File: config.mk
export PLATFORM = sky130hd
export DESIGN_NAME = id_stage
export DESIGN_NICKNAME = d
export VERILOG_FILES = /design/src/rtl/id_stage_pkg.sv /design/src/rtl/imm_gen.sv /design/src/rtl/id_stage.sv
export SDC_FILE = /design/constraint.sdc
export NUM_CORES = 1
export LEC_CHECK = 0
export CAP_MARGIN = 20
export CORE_AREA = 2 2 130 132
export CTS_CLUSTER_DIAMETER = 30
export DETAILED_ROUTE_END_ITERATION = 12
export DIE_AREA = 0 0 132 134
export GPL_TIMING_DRIVEN = 0
export PLACE_DENSITY = 0.91
export SLEW_MARGIN = 25
export SYNTH_ARGS = -nofsm -noshare
export SYNTH_HDL_FRONTEND = slang
export SYNTH_SLANG_ARGS = --single-unit
File: constraint.sdc
create_clock -name clk -period 5.1 [get_ports clk]
set_input_delay 1.275 -clock clk [delete_from_list [all_inputs] [get_ports clk]]
set_output_delay 1.275 -clock clk [all_outputs]
set_load 0.02 [all_outputs]
File: src/rtl/id_stage_pkg.sv
// rtl/id_stage_pkg.sv - opcode constants and immediate-format encoding for the decode stage
package id_stage_pkg;

  // RV32I major opcodes recognised by the decoder
  localparam logic [6:0] OP_R      = 7'b0110011;
  localparam logic [6:0] OP_IMM    = 7'b0010011;
  localparam logic [6:0] OP_LOAD   = 7'b0000011;
  localparam logic [6:0] OP_STORE  = 7'b0100011;
  localparam logic [6:0] OP_BRANCH = 7'b1100011;
  localparam logic [6:0] OP_JAL    = 7'b1101111;
  localparam logic [6:0] OP_JALR   = 7'b1100111;
  localparam logic [6:0] OP_LUI    = 7'b0110111;
  localparam logic [6:0] OP_AUIPC  = 7'b0010111;

  // Immediate layout selector; IMM_NONE yields a zero immediate (R-type, illegal)
  typedef enum logic [2:0] {
    IMM_NONE,
    IMM_I,
    IMM_S,
    IMM_B,
    IMM_U,
    IMM_J
  } imm_fmt_e;

endpackage

File: src/rtl/imm_gen.sv
// rtl/imm_gen.sv - RV32I immediate assembly and sign extension
module imm_gen
  import id_stage_pkg::*;
(
  input  logic [31:7] instr,
  input  imm_fmt_e    fmt,
  output logic [31:0] imm
);

  // Reassemble the scattered immediate bits for the selected format, sign bit is always instr[31]
  always_comb begin
    imm = '0;
    case (fmt)
      IMM_I:   imm = {{20{instr[31]}}, instr[31:20]};
      IMM_S:   imm = {{20{instr[31]}}, instr[31:25], instr[11:7]};
      IMM_B:   imm = {{19{instr[31]}}, instr[31], instr[7], instr[30:25], instr[11:8], 1'b0};
      IMM_U:   imm = {instr[31:12], 12'b0};
      IMM_J:   imm = {{11{instr[31]}}, instr[31], instr[19:12], instr[20], instr[30:21], 1'b0};
      default: imm = '0;
    endcase
  end

endmodule

File: src/rtl/id_stage.sv
// rtl/id_stage.sv - RV32I decode stage with writeback bypass, load-use interlock and ID/EX register
module id_stage
  import id_stage_pkg::*;
#(
  parameter int width  = 32,
  parameter int regsel = 5
) (
  input  logic              clk,
  input  logic              rst,
  input  logic              in_valid,
  output logic              in_ready,
  input  logic [width-1:0]  in_instr,
  input  logic [width-1:0]  in_pc,
  input  logic              flush,
  output logic [regsel-1:0] rf_rs1,
  output logic [regsel-1:0] rf_rs2,
  output logic              rf_rs1v,
  output logic              rf_rs2v,
  input  logic [width-1:0]  rf_dataA,
  input  logic [width-1:0]  rf_dataB,
  input  logic              wb_we,
  input  logic [regsel-1:0] wb_rd,
  input  logic [width-1:0]  wb_data,
  output logic              out_valid,
  input  logic              out_ready,
  output logic [width-1:0]  out_pc,
  output logic [width-1:0]  out_a,
  output logic [width-1:0]  out_b,
  output logic [width-1:0]  out_imm,
  output logic [regsel-1:0] out_rd,
  output logic              out_rd_we,
  output logic [6:0]        out_opcode,
  output logic [2:0]        out_funct3,
  output logic              out_f7b5,
  output logic              out_is_load,
  output logic              out_illegal
);

  logic [6:0]        opcode;
  logic [regsel-1:0] rs1;
  logic [regsel-1:0] rs2;
  logic [regsel-1:0] rd;
  logic              uses_rs1;
  logic              uses_rs2;
  logic              writes_rd;
  logic              is_load;
  logic              illegal;
  imm_fmt_e          fmt;
  logic [width-1:0]  imm;
  logic [width-1:0]  opnd_a;
  logic [width-1:0]  opnd_b;
  logic              hazard;
  logic              adv;

  assign opcode = in_instr[6:0];
  assign rd     = in_instr[11:7];
  assign rs1    = in_instr[19:15];
  assign rs2    = in_instr[24:20];

  // Classify the opcode: which sources are read, whether rd is written, immediate layout
  always_comb begin
    uses_rs1  = 1'b0;
    uses_rs2  = 1'b0;
    writes_rd = 1'b0;
    is_load   = 1'b0;
    illegal   = 1'b0;
    fmt       = IMM_NONE;
    case (opcode)
      OP_R:      begin uses_rs1 = 1'b1; uses_rs2 = 1'b1; writes_rd = 1'b1; end
      OP_IMM:    begin uses_rs1 = 1'b1; writes_rd = 1'b1; fmt = IMM_I; end
      OP_LOAD:   begin uses_rs1 = 1'b1; writes_rd = 1'b1; is_load = 1'b1; fmt = IMM_I; end
      OP_STORE:  begin uses_rs1 = 1'b1; uses_rs2 = 1'b1; fmt = IMM_S; end
      OP_BRANCH: begin uses_rs1 = 1'b1; uses_rs2 = 1'b1; fmt = IMM_B; end
      OP_JAL:    begin writes_rd = 1'b1; fmt = IMM_J; end
      OP_JALR:   begin uses_rs1 = 1'b1; writes_rd = 1'b1; fmt = IMM_I; end
      OP_LUI:    begin writes_rd = 1'b1; fmt = IMM_U; end
      OP_AUIPC:  begin writes_rd = 1'b1; fmt = IMM_U; end
      default:   illegal = 1'b1;
    endcase
  end

  imm_gen u_imm_gen (
    .instr (in_instr[31:7]),
    .fmt   (fmt),
    .imm   (imm)
  );

  assign rf_rs1  = rs1;
  assign rf_rs2  = rs2;
  assign rf_rs1v = in_valid && uses_rs1;
  assign rf_rs2v = in_valid && uses_rs2;

  // Operand select: x0 reads as zero, otherwise the writeback in flight wins over the file
  always_comb begin
    opnd_a = rf_dataA;
    opnd_b = rf_dataB;
    if (rs1 == '0)
      opnd_a = '0;
    else if (wb_we && (wb_rd == rs1))
      opnd_a = wb_data;
    if (rs2 == '0)
      opnd_b = '0;
    else if (wb_we && (wb_rd == rs2))
      opnd_b = wb_data;
  end

  // A load held in ID/EX cannot forward its data to a consumer decoding right now
  assign hazard = out_valid && out_is_load && (out_rd != '0) &&
                  ((rf_rs1v && (rs1 == out_rd)) || (rf_rs2v && (rs2 == out_rd)));
  assign adv      = !out_valid || out_ready;
  assign in_ready = adv && !hazard;

  // ID/EX pipeline register: flush kills, hazard bubbles, stall holds
  always_ff @(posedge clk or negedge rst) begin
    if (!rst) begin
      out_valid   <= 1'b0;
      out_pc      <= '0;
      out_a       <= '0;
      out_b       <= '0;
      out_imm     <= '0;
      out_rd      <= '0;
      out_rd_we   <= 1'b0;
      out_opcode  <= '0;
      out_funct3  <= '0;
      out_f7b5    <= 1'b0;
      out_is_load <= 1'b0;
      out_illegal <= 1'b0;
    end else if (flush) begin
      out_valid <= 1'b0;
    end else if (adv) begin
      if (hazard) begin
        out_valid <= 1'b0;
      end else begin
        out_valid <= in_valid;
        if (in_valid) begin
          out_pc      <= in_pc;
          out_a       <= opnd_a;
          out_b       <= opnd_b;
          out_imm     <= imm;
          out_rd      <= rd;
          out_rd_we   <= writes_rd && !illegal && (rd != '0);
          out_opcode  <= opcode;
          out_funct3  <= in_instr[14:12];
          out_f7b5    <= in_instr[30];
          out_is_load <= is_load;
          out_illegal <= illegal;
        end
      end
    end
  end

endmodule

== After elaboration in Yosys (flattened, before gate mapping) ==
Cells that the tools add are included.
Widths: inputs -> output; s select.

* Muxes and demuxes: 14
* Multipliers: 0
* Shift-type cells: 0
* Magnitude comparators: 0
* Divide/modulo/power cells: 0
* Eq/ne operators: 18
* Add/subtract/negate cells: 0
* Bitwise gates (word level): 2
* Reductions and logical operators: 28

{| class="wikitable"
|+ Operators with widths
! cell !! count
|-
| $pmux 32 s5 || 1
|-
| $mux 32 || 4
|-
| $eq 7x6->1 const B || 3
|-
| $eq 7x7->1 const B || 3
|-
| $eq 5x5->1 || 4
|-
| $pmux 3 s5 || 1
|-
| $eq 7x5->1 const B || 2
|-
| $logic_and 1x1->1 || 12
|-
| $logic_not 5->1 || 2
|-
| $reduce_bool 5->1 || 2
|-
| $reduce_or 9->1 || 1
|-
| $mux 1 || 8
|-
| $eq 7x2->1 const B || 1
|-
| $reduce_or 7->1 || 1
|-
| $eq 3x2->1 const B || 2
|-
| $eq 3x3->1 const B || 2
|-
| $reduce_or 3->1 || 2
|-
| $reduce_or 6->1 || 1
|-
| $reduce_and 4->1 || 1
|-
| $eq 3x1->1 const B || 1
|-
| $logic_not 1->1 || 2
|-
| $logic_or 1x1->1 || 2
|-
| $not 1->1 || 2
|-
| $reduce_bool 2->1 || 1
|-
| $reduce_or 2->1 || 1
|}

* Logic and storage cells: 74
* Memory bits (read-only): 0
* Bits in writable memories: 0
* Memories: 0
* Bits in latches: 0
* Register bits: 148
* Bits of input ports: 171

== Logic depth before layout (Yosys ltp) ==
Gate-level depths: netlist (run 1).

* Word-level depth: 10
* Depth in mapped cells: 8
* Mapped depth without buffers: 5

== By module ==
From an unflattened synthesis (run 1), not the netlist that was laid out.

* Cell total of the unflattened synthesis: 619
* Area, all modules: 7468.4 um^2

{| class="wikitable"
|+ By module, submodules not included
! module !! cells each !! seq. area each (um^2) !! instances !! area each (um^2)
|-
| id_stage || 553 || 3703.6 || 1 || 7078.0
|-
| imm_gen || 66 || 0.0 || 1 || 390.4
|}

== Worst setup path after synthesis (run 1) ==
OpenSTA, ideal clock, no wires.

* Kind: input-to-output
* Start: input in_instr[3]
* End: output in_ready
* Data arrival time: 2875 ps
* Required time: 3825 ps
* Setup slack: 950 ps
* Stages: 7
* Cells stage by stage: buf_2 and3b_1 o211ai_1 nor4_4 clkbuf_1 clkbuf_1 nor3_1

* Word-level cells in the longest chain between the ends: 9
* Elaborated cells on any way between the ends: 18

{| class="wikitable"
|+ RTL lines
! element !! RTL line !! RTL
|-
| from (decl) || id_stage.sv:12 || <nowiki>input logic [width-1:0] in_instr,</nowiki>
|-
| $eq 7x7->1 (tied with other cells) || id_stage.sv:68 || <nowiki>case (opcode)</nowiki>
|-
| $reduce_or 6->1 (no line) / $reduce_or 3->1 (equally long branches) || n/a ||
|-
| $mux 1 || id_stage.sv:68 ||
|-
| $logic_and 1x1->1, on equally long branches || id_stage.sv:90, id_stage.sv:91 ||
|-
| $logic_and 1x1->1 || id_stage.sv:109 || <nowiki>((rf_rs1v && (rs1 == out_rd)) || (rf_rs2v && (rs2 == out_rd)));</nowiki>
|-
| $logic_or 1x1->1 * || id_stage.sv:109 ||
|-
| $logic_and 1x1->1 * || id_stage.sv:108 || <nowiki>assign hazard = out_valid && out_is_load && (out_rd != '0) &&</nowiki>
|-
| $logic_not 1->1 * || id_stage.sv:111 || <nowiki>assign in_ready = adv && !hazard;</nowiki>
|-
| $logic_and 1x1->1 * || id_stage.sv:111 ||
|-
| to (decl) || id_stage.sv:11 || <nowiki>output logic in_ready,</nowiki>
|}

Mark *: on every way between the ends. The rest lies on a longest branch, timed or not.

== Final worst setup path (run 1) ==
* Start: input in_instr[15]
* End: output in_ready

* Word-level cells in the longest chain between the ends: 6

{| class="wikitable"
|+ RTL lines
! element !! RTL line
|-
| $eq 5x5->1 || id_stage.sv:109
|-
| $logic_and 1x1->1 || id_stage.sv:109
|-
| $logic_or 1x1->1 || id_stage.sv:109
|-
| $logic_and 1x1->1 || id_stage.sv:108
|-
| $logic_not 1->1 || id_stage.sv:111
|-
| $logic_and 1x1->1 || id_stage.sv:111
|}

Every way passes these cells.

==> flow_summary.ini, run 1 <==
[route]
drt_pass1_iterations = 5
wl_per_cell_um = 22.08
drt-total-wl_um = 26870
vias = 6990
drt_iter0_drc = 527
drc = 0
viasPerCell = 5.744
final_antenna_net_count = 0

[clocking]
postCtsHoldBufs = 0
tritoncts = yes
clkTransAtPathRegs_ps = 60
clock_latency_ps = 420
cts_made_buffers = 17
clockBufferDepth = 2
cts_root_buf = clkbuf_16
ctsHtreeMaxLevel = 4
clock_sinks = 148

[yosys]
yosys_warnings = 0
ys_seq_area_share_pct = 50.46
ys.flop_type = dfrtp_1
synth_area_um2 = 7340
synth-simple-area-share_pct = 4.262
yosys-mux-area-fraction_pct = 19.57
yosys.area.top_type = dfrtp_1
synth_adder_area_share_pct = 0
netlist_instances = 634
synth_seq_cells = 148
async_reset_ff_share_pct = 100.0
ys_types = 50
synth_top_family_by_area = multiplexers
synth_xor_area_share_pct = 2.387
synth_compound_area_share_pct = 18.39
synthTopCellsByArea = dfrtp_1 50%, mux2i_1 8.7%, o21ai_0 7.5%, mux2_4 6.5%, o31ai_1 6.5%
synth_top_area_share_pct = 50.46
synth_edf_count = 0
syn-mean-instance-area_um2 = 11.58
syn_nets = 805

[sta]
tightest_slew_ps = 975.2
hold_viol = 0
max_slew_margin_pct = 34.99
fmax_ghz = 0.2003
setup_viol = 0
fin_setup_tns_ps = 0
layout_min_cycle_time_ps = 4993
drv_slew = 0
rsz0062_at_grt = false
clock_skew_ps = 7.432
finalCritPeriodShare_pct = 97.91

[placement]
buffer_ports.inserted = 327
gp_congestion = 0.9250
dp_cells = 1182
dp_hpwl_um = 19930

[grt]
antenna_found_initial = 1
grt_pass1_vias = 7320
grt_pass1_wl_um = 41190
grt-ovfl-total = 0
groute.usage.overall_pct = 30.07
grt_max_degree = 81

[worst_setup_path]
start_kind = input pin
worstPathMaxFanout = 10
cp.required_ps = 3830
cp_common_cell = clkdlybuf4s50_1
critical_path_buf_inv_count = 4
worst_path_max_delay_cell = clkdlybuf4s50_1
worst-setup-path-type = input pin to output pin
arrival_ps = 3720
cp_slowest_stage_delay_ps = 630
crit_chain = clkdlybuf4s50_1, xnor2_1, nand3_1, nor4_4, clkbuf_4, clkbuf_2, nor3_1, clkdlybuf4s50_1
worst_setup_path_end_kind = output pin
cp_top_family = buffers and inverters

[die]
die_h_um = 134
die-area_um2 = 17690
start_util_pct = 45.06
rows = 47
io_pins = 332
core-area_um2 = 16290
die_w_um = 132

[outcome]
status = completed

[cells_and_area]
synthToLayoutAreaGrowth_pct = 57.84
fin_nets = 1154
drive_gt1_share_pct = 13.45
utilization_pct = 71.12
instances_no_fill = 1217

[pwr]
vdd_drop_max_mv = 0.2752
power.leakage_nw = 4.711
power_density_nw_per_um2 = 333.0

[flow_run]
cap_violations = 0

[worst_hold_path]
hold_class = flop to flop
==> synth_stat cells, drive strengths merged (3+ instances only) <==
library cell / number
buf: 31
a21oi: 13
dfrtp: 148
clkbuf: 35
o31ai: 64
inv: 5
nand2: 10
o21ai: 113
mux2: 60
a21o: 11
xor2: 8
mux2i: 64
xnor2: 12
nor2: 12
nand3: 3
a22oi: 5
nor4: 4
or4: 3
==> layout by cell type (no fill, tap or decap), types with 4 or more instances in the layout <==
| master | instances |
|---|---|
| a21o_1 | 11 |
| a21oi_1 | 13 |
| a22oi_1 | 5 |
| buf_2 | 14 |
| buf_4 | 14 |
| buf_6 | 4 |
| bufinv_16 | 4 |
| clkbuf_1 | 32 |
| clkbuf_16 | 17 |
| clkdlybuf4s50_1 | 325 |
| dfrtp_1 | 148 |
| inv_1 | 5 |
| inv_6 | 4 |
| mux2_2 | 28 |
| mux2_4 | 32 |
| mux2i_1 | 64 |
| nand2_1 | 10 |
| nor2_1 | 11 |
| o21ai_0 | 110 |
| o31ai_1 | 64 |
| xnor2_1 | 12 |
| xor2_1 | 8 |
==> power by group <==
part           switching (mW)  internal [mW]  total (mW)
registers              0.0987           1.33        1.43
logic                   0.512          0.553        1.06
clock network           0.524          0.841        1.37
total                    1.13           2.72        3.86
==> final cells by class <==
class / count / area, µm²
Buffer: 66 / 347.8
Inverter: 5 / 18.77
Clock inverter: 13 / 196.4
Multi-Input combinational cell: 415 / 3274
Timing Repair Buffer: 330 / 3323
Clock buffer: 19 / 442.9
Tap cell: 220 / 275.3
Sequential cell: 148 / 3704
Antenna cell: 1 / 2.502
Fill cell: 1147 / 4705
==> flip-flops by register name, summed over array words and instances, names as in the netlist <==
| signal | flops |
|---|---|
| out_rd | 5 |
| out_is_load | 1 |
| out_illegal | 1 |
| out_pc | 32 |
| out_a | 32 |
| out_opcode | 7 |
| out_imm | 32 |
| out_funct3 | 3 |
| out_b | 32 |
| out_f7b5 | 1 |
| out_rd_we | 1 |
| out_valid | 1 |
==> worst reg2reg max path: stages, from the launching register on <==
cell and delay [ps]:
dfrtp_1 450, or4_1 570, o211ai_1 270, nor4_4 100
buf_4 190, nor2_2 180, buf_4 230, buf_6 210
mux2_4 320
==> layer usage <==
metal | GRT usage, % | up-vias | share of wire [%]
li1 | - | 3034 | -
met1 | 35.19 | 3455 | 38
met2 | 50.93 | 407 | 49
met3 | 9.373 | 94 | 8.9
met4 | 13.59 | 0 | 4.4
met5 | 0 | - | 0
==> through the flow <==
| stage | power (mW) | setup slack, ps | area (µm²) | hold slack [ps] |
|---|---|---|---|---|
| 2_1_floorplan | 1.901 | 949.7 | 7340 | 609.3 |
| 3_3_place_gp | 2.471 | -3238 | 10890 | 471.9 |
| 3_5_place_dp | 2.506 | -696.1 | 10920 | 479.1 |
| 4_1_cts | 3.875 | 11.37 | 11580 | 493.2 |
| 5_1_grt | 3.990 | 6.745 | 11580 | 519.1 |
| 6_report | 3.858 | 106.8 | 11580 | 493.0 |
==> path summary, 6_finish.rpt <==
kind	start	to	slack (ps)	cells past startpoint
max	in_instr[15]	in_ready	110	8
min	out_b[15]$_DFFE_PN0P_	out_b[15]$_DFFE_PN0P_	490	2
max reg2reg	out_rd[1]$_DFFE_PN0P_	out_imm[11]$_DFFE_PN0P_	2470	8
min reg2reg	out_b[15]$_DFFE_PN0P_	out_b[15]$_DFFE_PN0P_	490	2
max in group asynchronous	rst	out_pc[11]$_DFFE_PN0P_	3510	2
min in group asynchronous	rst	out_a[6]$_DFFE_PN0P_	790	1
==> kinds of logic after synthesis <==
family / after synthesis
mux: 124
xor+xnor: 20
flops: 148
buf+inv: 71
simple gates: 52
compound gates: 219
==> repair_timing <==
| action | CTS | global route |
|---|---|---|
| pin swaps | 2 | 0 |
| gates resized for setup | 3 | 1 |
| cloned | 0 | 0 |
| setup endpoints to repair | 1 | 1 |
| setup buffers | 2 | 0 |
Note: power is estimated with default switching activity, not from simulation.
==> run 2, diff against run 1 <==
Settings changed: CELL_PAD_IN_SITES_DETAIL_PLACEMENT set to 1, CELL_PAD_IN_SITES_GLOBAL_PLACEMENT set to 1, CORE_AREA 2 2 130 132 to 2 2 150 152, DIE_AREA 0 0 132 134 to 0 0 152 154, GPL_TIMING_DRIVEN 0 to unset.
==> flow_summary.ini, run 2 (synthesized netlist as in run 1, its figures left out) <==
[die]
die_w_um = 152
rows = 54
die-area_um2 = 23410
start_util_pct = 33.84
io_pins = 332
core-area_um2 = 21690
die_h_um = 154

[grt]
grt-ovfl-total = 0
grt_pass1_wl_um = 43610
grt_pass1_vias = 7358
grt_max_degree = 93
groute.usage.overall_pct = 23.95
antenna_found_initial = 0

[clocking]
ctsHtreeMaxLevel = 4
clock_sinks = 148
cts_made_buffers = 17
ctsResizeCount = 0
post-cts-setup-buffers = 0
clock_latency_ps = 420
cts_root_buf = clkbuf_16
postCtsHoldBufs = 0
clockBufferDepth = 2
tritoncts = yes
clkTransAtPathRegs_ps = 60

[worst_setup_path]
reg2reg_slack_ps = 1830
reg2regPathDepth = 7
arrival_ps = 3390
worst_setup_path_end_kind = output pin
start_kind = input pin
worst-setup-path-type = input pin to output pin
worstPathMaxFanout = 9
cp.required_ps = 3830

[cells_and_area]
fillers = 2266
synthToLayoutAreaGrowth_pct = 55.66
final_cell_mix = 330 x clkdlybuf4s50_1, 148 x dfrtp_1, 110 x o21ai_0
diodes = 0
layout_commonest_cell = clkdlybuf4s50_1
fin_nets = 1110
drive_gt1_share_pct = 13.03

[placement]
buffer_ports.inserted = 331
dp_slack_ps = 464.4
gp_congestion = 0.8871
dp_hpwl_um = 20710

[route]
drt-total-wl_um = 28230
vias = 6593
wl_per_cell_um = 22.92
drt_pass1_iterations = 4
drt_iter0_drc = 288
drc = 0
final_antenna_net_count = 0
viasPerCell = 5.351

[sta]
clock_skew_ps = 9.471
drv_slew = 0
hold_viol = 0
setup_viol = 0
fin_setup_tns_ps = 0
layout_min_cycle_time_ps = 4664
tightest_slew_ps = 959.6
fmax_ghz = 0.2144
setup_ws_ps = 435.9
max_slew_margin_pct = 36.03
rsz0062_at_grt = false
finalCritPeriodShare_pct = 91.45
whs_ps = 497.1

[pwr]
power.leakage_nw = 4.594
power_density_nw_per_um2 = 325.3
vdd_drop_max_mv = 0.2201
total_power_mw = 3.716
comb_power_share_pct = 28.5
p_sw_mw = 1.191
p_int_mw = 2.525
power_frac_clock_pct = 33.0
swShare_pct = 32.06
share_seq_of_total_power_pct = 38.5

[worst_hold_path]
hold_path_depth = 2
hold_class = flop to flop

[outcome]
status = completed

[flow_run]
cap_violations = 0
run 2: cell types whose count changed in the layout (fill, tap and decap cells not counted), sizes merged:
cell	previous run	this run
buf	35	22
clkinvlp	2	1
inv	9	14
clkbuf	54	17
clkdlybuf4s50	325	330
bufinv	4	0
diode	1	0
clkinv	3	5
dlymetal6s2s	1	0
run 2: layer usage:
metal / part of all wire (%) / track usage (%) / vias up / routed length [µm]
met5: 0 / 0 / - / 0
met4: 1.6 / 7.210 / 0 / 461
met3: 8.0 / 8.117 / 32 / 2259
met2: 51 / 42.58 / 290 / 14380
met1: 39 / 27.28 / 3322 / 11140
li1: - / - / 2949 / -
run 2: stage by stage:
step	std cells	instance area, µm²	utilization [%]
after global placement	1200	10860	50.07
after floorplan	634	7340	-
after detailed placement	1200	10860	50.07
after CTS	1232	11420	52.68
final	1232	11420	52.68
after global routing	1232	11420	52.68
run 2: worst max-delay path: stages:
cell and delay (ps):
clkdlybuf4s50_1 550, and4bb_1 390, nand4_2 180, nor4_1 350
nor3_1 100, clkdlybuf4s50_1 550
run 2: worst paths after layout:
path | startpoint | endpoint
max | in_instr[3] | in_ready
max reg2reg | out_rd[1]$_DFFE_PN0P_ | out_pc[5]$_DFFE_PN0P_
max in group asynchronous | rst | out_pc[3]$_DFFE_PN0P_
min reg2reg | out_b[15]$_DFFE_PN0P_ | out_b[15]$_DFFE_PN0P_
min | out_b[15]$_DFFE_PN0P_ | out_b[15]$_DFFE_PN0P_
min in group asynchronous | rst | out_a[10]$_DFFE_PN0P_
run 2: cell type report:
cell class	instances	area (µm²)	area share, %
well taps	280	350.3	3.066
clock buffers	17	425.4	3.724
clock inverters	15	140.1	1.227
repair buffers	352	3497	30.61
multi-input cells	415	3289	28.79
inverters	5	18.77	0.1643
flip-flops and latches	148	3704	32.42
run 2: power groups by stage:
stage	Combinational (mW)	Sequential, mW	Clock (mW)
2_1_floorplan	0.276	1.63	0
3_3_place_gp	1.04	1.44	0
3_5_place_dp	1.06	1.45	0
4_1_cts	1.07	1.43	1.26
5_1_grt	1.12	1.45	1.30
6_report	1.06	1.43	1.23
==> run 3, diff against run 2 <==
Settings changed: DONT_BUFFER_PORTS set to 1, PLACE_DENSITY 0.91 to 0.64.
==> flow_summary.ini, run 3 (synthesized netlist as in run 1, its figures left out) <==
[grt]
grt_max_degree = 149
grt-ovfl-total = 0
grt_pass1_wl_um = 34510
grt_pass1_vias = 5674
antenna_found_initial = 0
groute.usage.overall_pct = 18.74

[sta]
tightest_slew_ps = 1010
clock_skew_ps = 5.762
max_slew_margin_pct = 32.66
drv_slew = 0
fin_setup_tns_ps = 0
finalCritPeriodShare_pct = 73.71
hold_viol = 0
setup_viol = 0
whs_ps = 550.4
fmax_ghz = 0.2660
rsz0062_at_grt = false
layout_min_cycle_time_ps = 3759

[placement]
gp_congestion = 0.8161
dp_cells = 856
dpl_cell_area_um2 = 7435
buffer_ports.inserted = 0
dp_hpwl_um = 15940

[worst_setup_path]
crit_cells = 4
cp_slowest_stage_delay_ps = 600
worst_setup_path_end_kind = output pin
worst_path_max_delay_cell = or4_1
crit_chain = or4_1, nor2_1, nor4_1, nor3_1
startpoint = out_rd[1]$_DFFE_PN0P_
start_kind = flop
reg2regPathDepth = 7
rr_startpoint = out_rd[1]$_DFFE_PN0P_
worst-setup-path-type = flop to output pin
arrival_ps = 2480
cp.required_ps = 3830
critical_path_buf_inv_count = 0
worstPathMaxFanout = 5
cp_top_family = simple AND/OR/NAND/NOR gates

[clocking]
clock_latency_ps = 410
postCtsHoldBufs = 0
tritoncts = yes
clkTransAtPathRegs_ps = 70
ctsResizeCount = 0
cts_root_buf = clkbuf_16
clockBufferDepth = 2
clock_sinks = 148
post-cts-setup-buffers = 0
cts_made_buffers = 17
ctsHtreeMaxLevel = 4

[cells_and_area]
final_area_um2 = 8041
synthToLayoutAreaGrowth_pct = 9.564
utilization_pct = 37.08
instances_no_fill = 888
fin_nets = 766
layout.area.seq_um2 = 3704
multi_input_area_um2 = 3289
drive_gt1_share_pct = 17.93
final_cell_mix = 148 x dfrtp_1, 110 x o21ai_0, 64 x mux2i_1, 64 x o31ai_1, 32 x mux2_4
fillers = 2316
diodes = 0
layout_commonest_cell = dfrtp_1

[route]
wl_per_cell_um = 25.22
final_antenna_net_count = 0
vias = 5142
drt_iter0_drc = 192
drt-total-wl_um = 22400
drt_pass1_iterations = 5
drc = 0
viasPerCell = 5.791

[worst_hold_path]
hold_class = input pin to async pin

[pwr]
power_density_nw_per_um2 = 406.0
vdd_drop_max_mv = 0.2080
power.leakage_nw = 3.267

[die]
core-area_um2 = 21690
start_util_pct = 33.84
die_h_um = 154
io_pins = 332
die_w_um = 152
rows = 54
die-area_um2 = 23410

[flow_run]
cap_violations = 0

[outcome]
status = completed
==> run 3: cell types whose count changed in the layout (fill, tap and decap cells not counted), moves of 2 or more <==
cell             delta
buf_4              -12
bufinv_16           +3
clkdlybuf4s50_1   -330
clkinvlp_4          +2
inv_6               -2
inv_8               -3
==> run 3: path summary, 6_finish.rpt <==
check,endpoint,slack [ps]
max,in_ready,1340
min,out_a[12]$_DFFE_PN0P_,550
max reg2reg,out_imm[14]$_DFFE_PN0P_,1850
min reg2reg,out_pc[19]$_DFFE_PN0P_,660
max in group asynchronous,out_pc[13]$_DFFE_PN0P_,4340
min in group clk,out_pc[19]$_DFFE_PN0P_,660
==> run 3: layout make-up <==
class                      count  area share [%]
clock inverter                14           2.209
timing repair buffer           8          0.9024
tap                          280           4.357
multi-input combinational    415           40.91
inverter                       5          0.2334
clock buffer                  18           5.337
sequential                   148           46.06
==> run 3: routing by layer <==
metal / track usage, % / vias up / part of all wire (%)
met5: 0 / - / 0
met4: 5.296 / 0 / 1.3
met3: 8.822 / 19 / 11
met2: 32.33 / 255 / 50
met1: 20.73 / 2632 / 38
li1: - / 2236 / -
==> run 3: metrics by stage <==
| step | setup WS (ps) | power (mW) |
|---|---|---|
| floorplan | 949.7 | 1.901 |
| global placement | 1166 | 1.969 |
| detailed placement | 1019 | 1.997 |
| CTS | 1309 | 3.308 |
| global route | 1264 | 3.415 |
| finish | 1341 | 3.265 |
==> run 3: worst register-to-register path, stage by stage (launching register included) <==
cell	delay, ps
dfrtp_1	590
or4_1	210
o211ai_1	120
nor4_4	300
buf_4	710
or2_4	640
buf_12	340
o21ai_0	210
==> run 3: where the power goes <==
| part | leakage (nW) | switching, mW | total (mW) | internal [mW] |
|---|---|---|---|---|
| Combinational | 1.12 | 0.143 | 0.307 | 0.164 |
| Sequential | 1.86 | 0.333 | 1.66 | 1.33 |
| Clock | 0.289 | 0.519 | 1.30 | 0.778 |
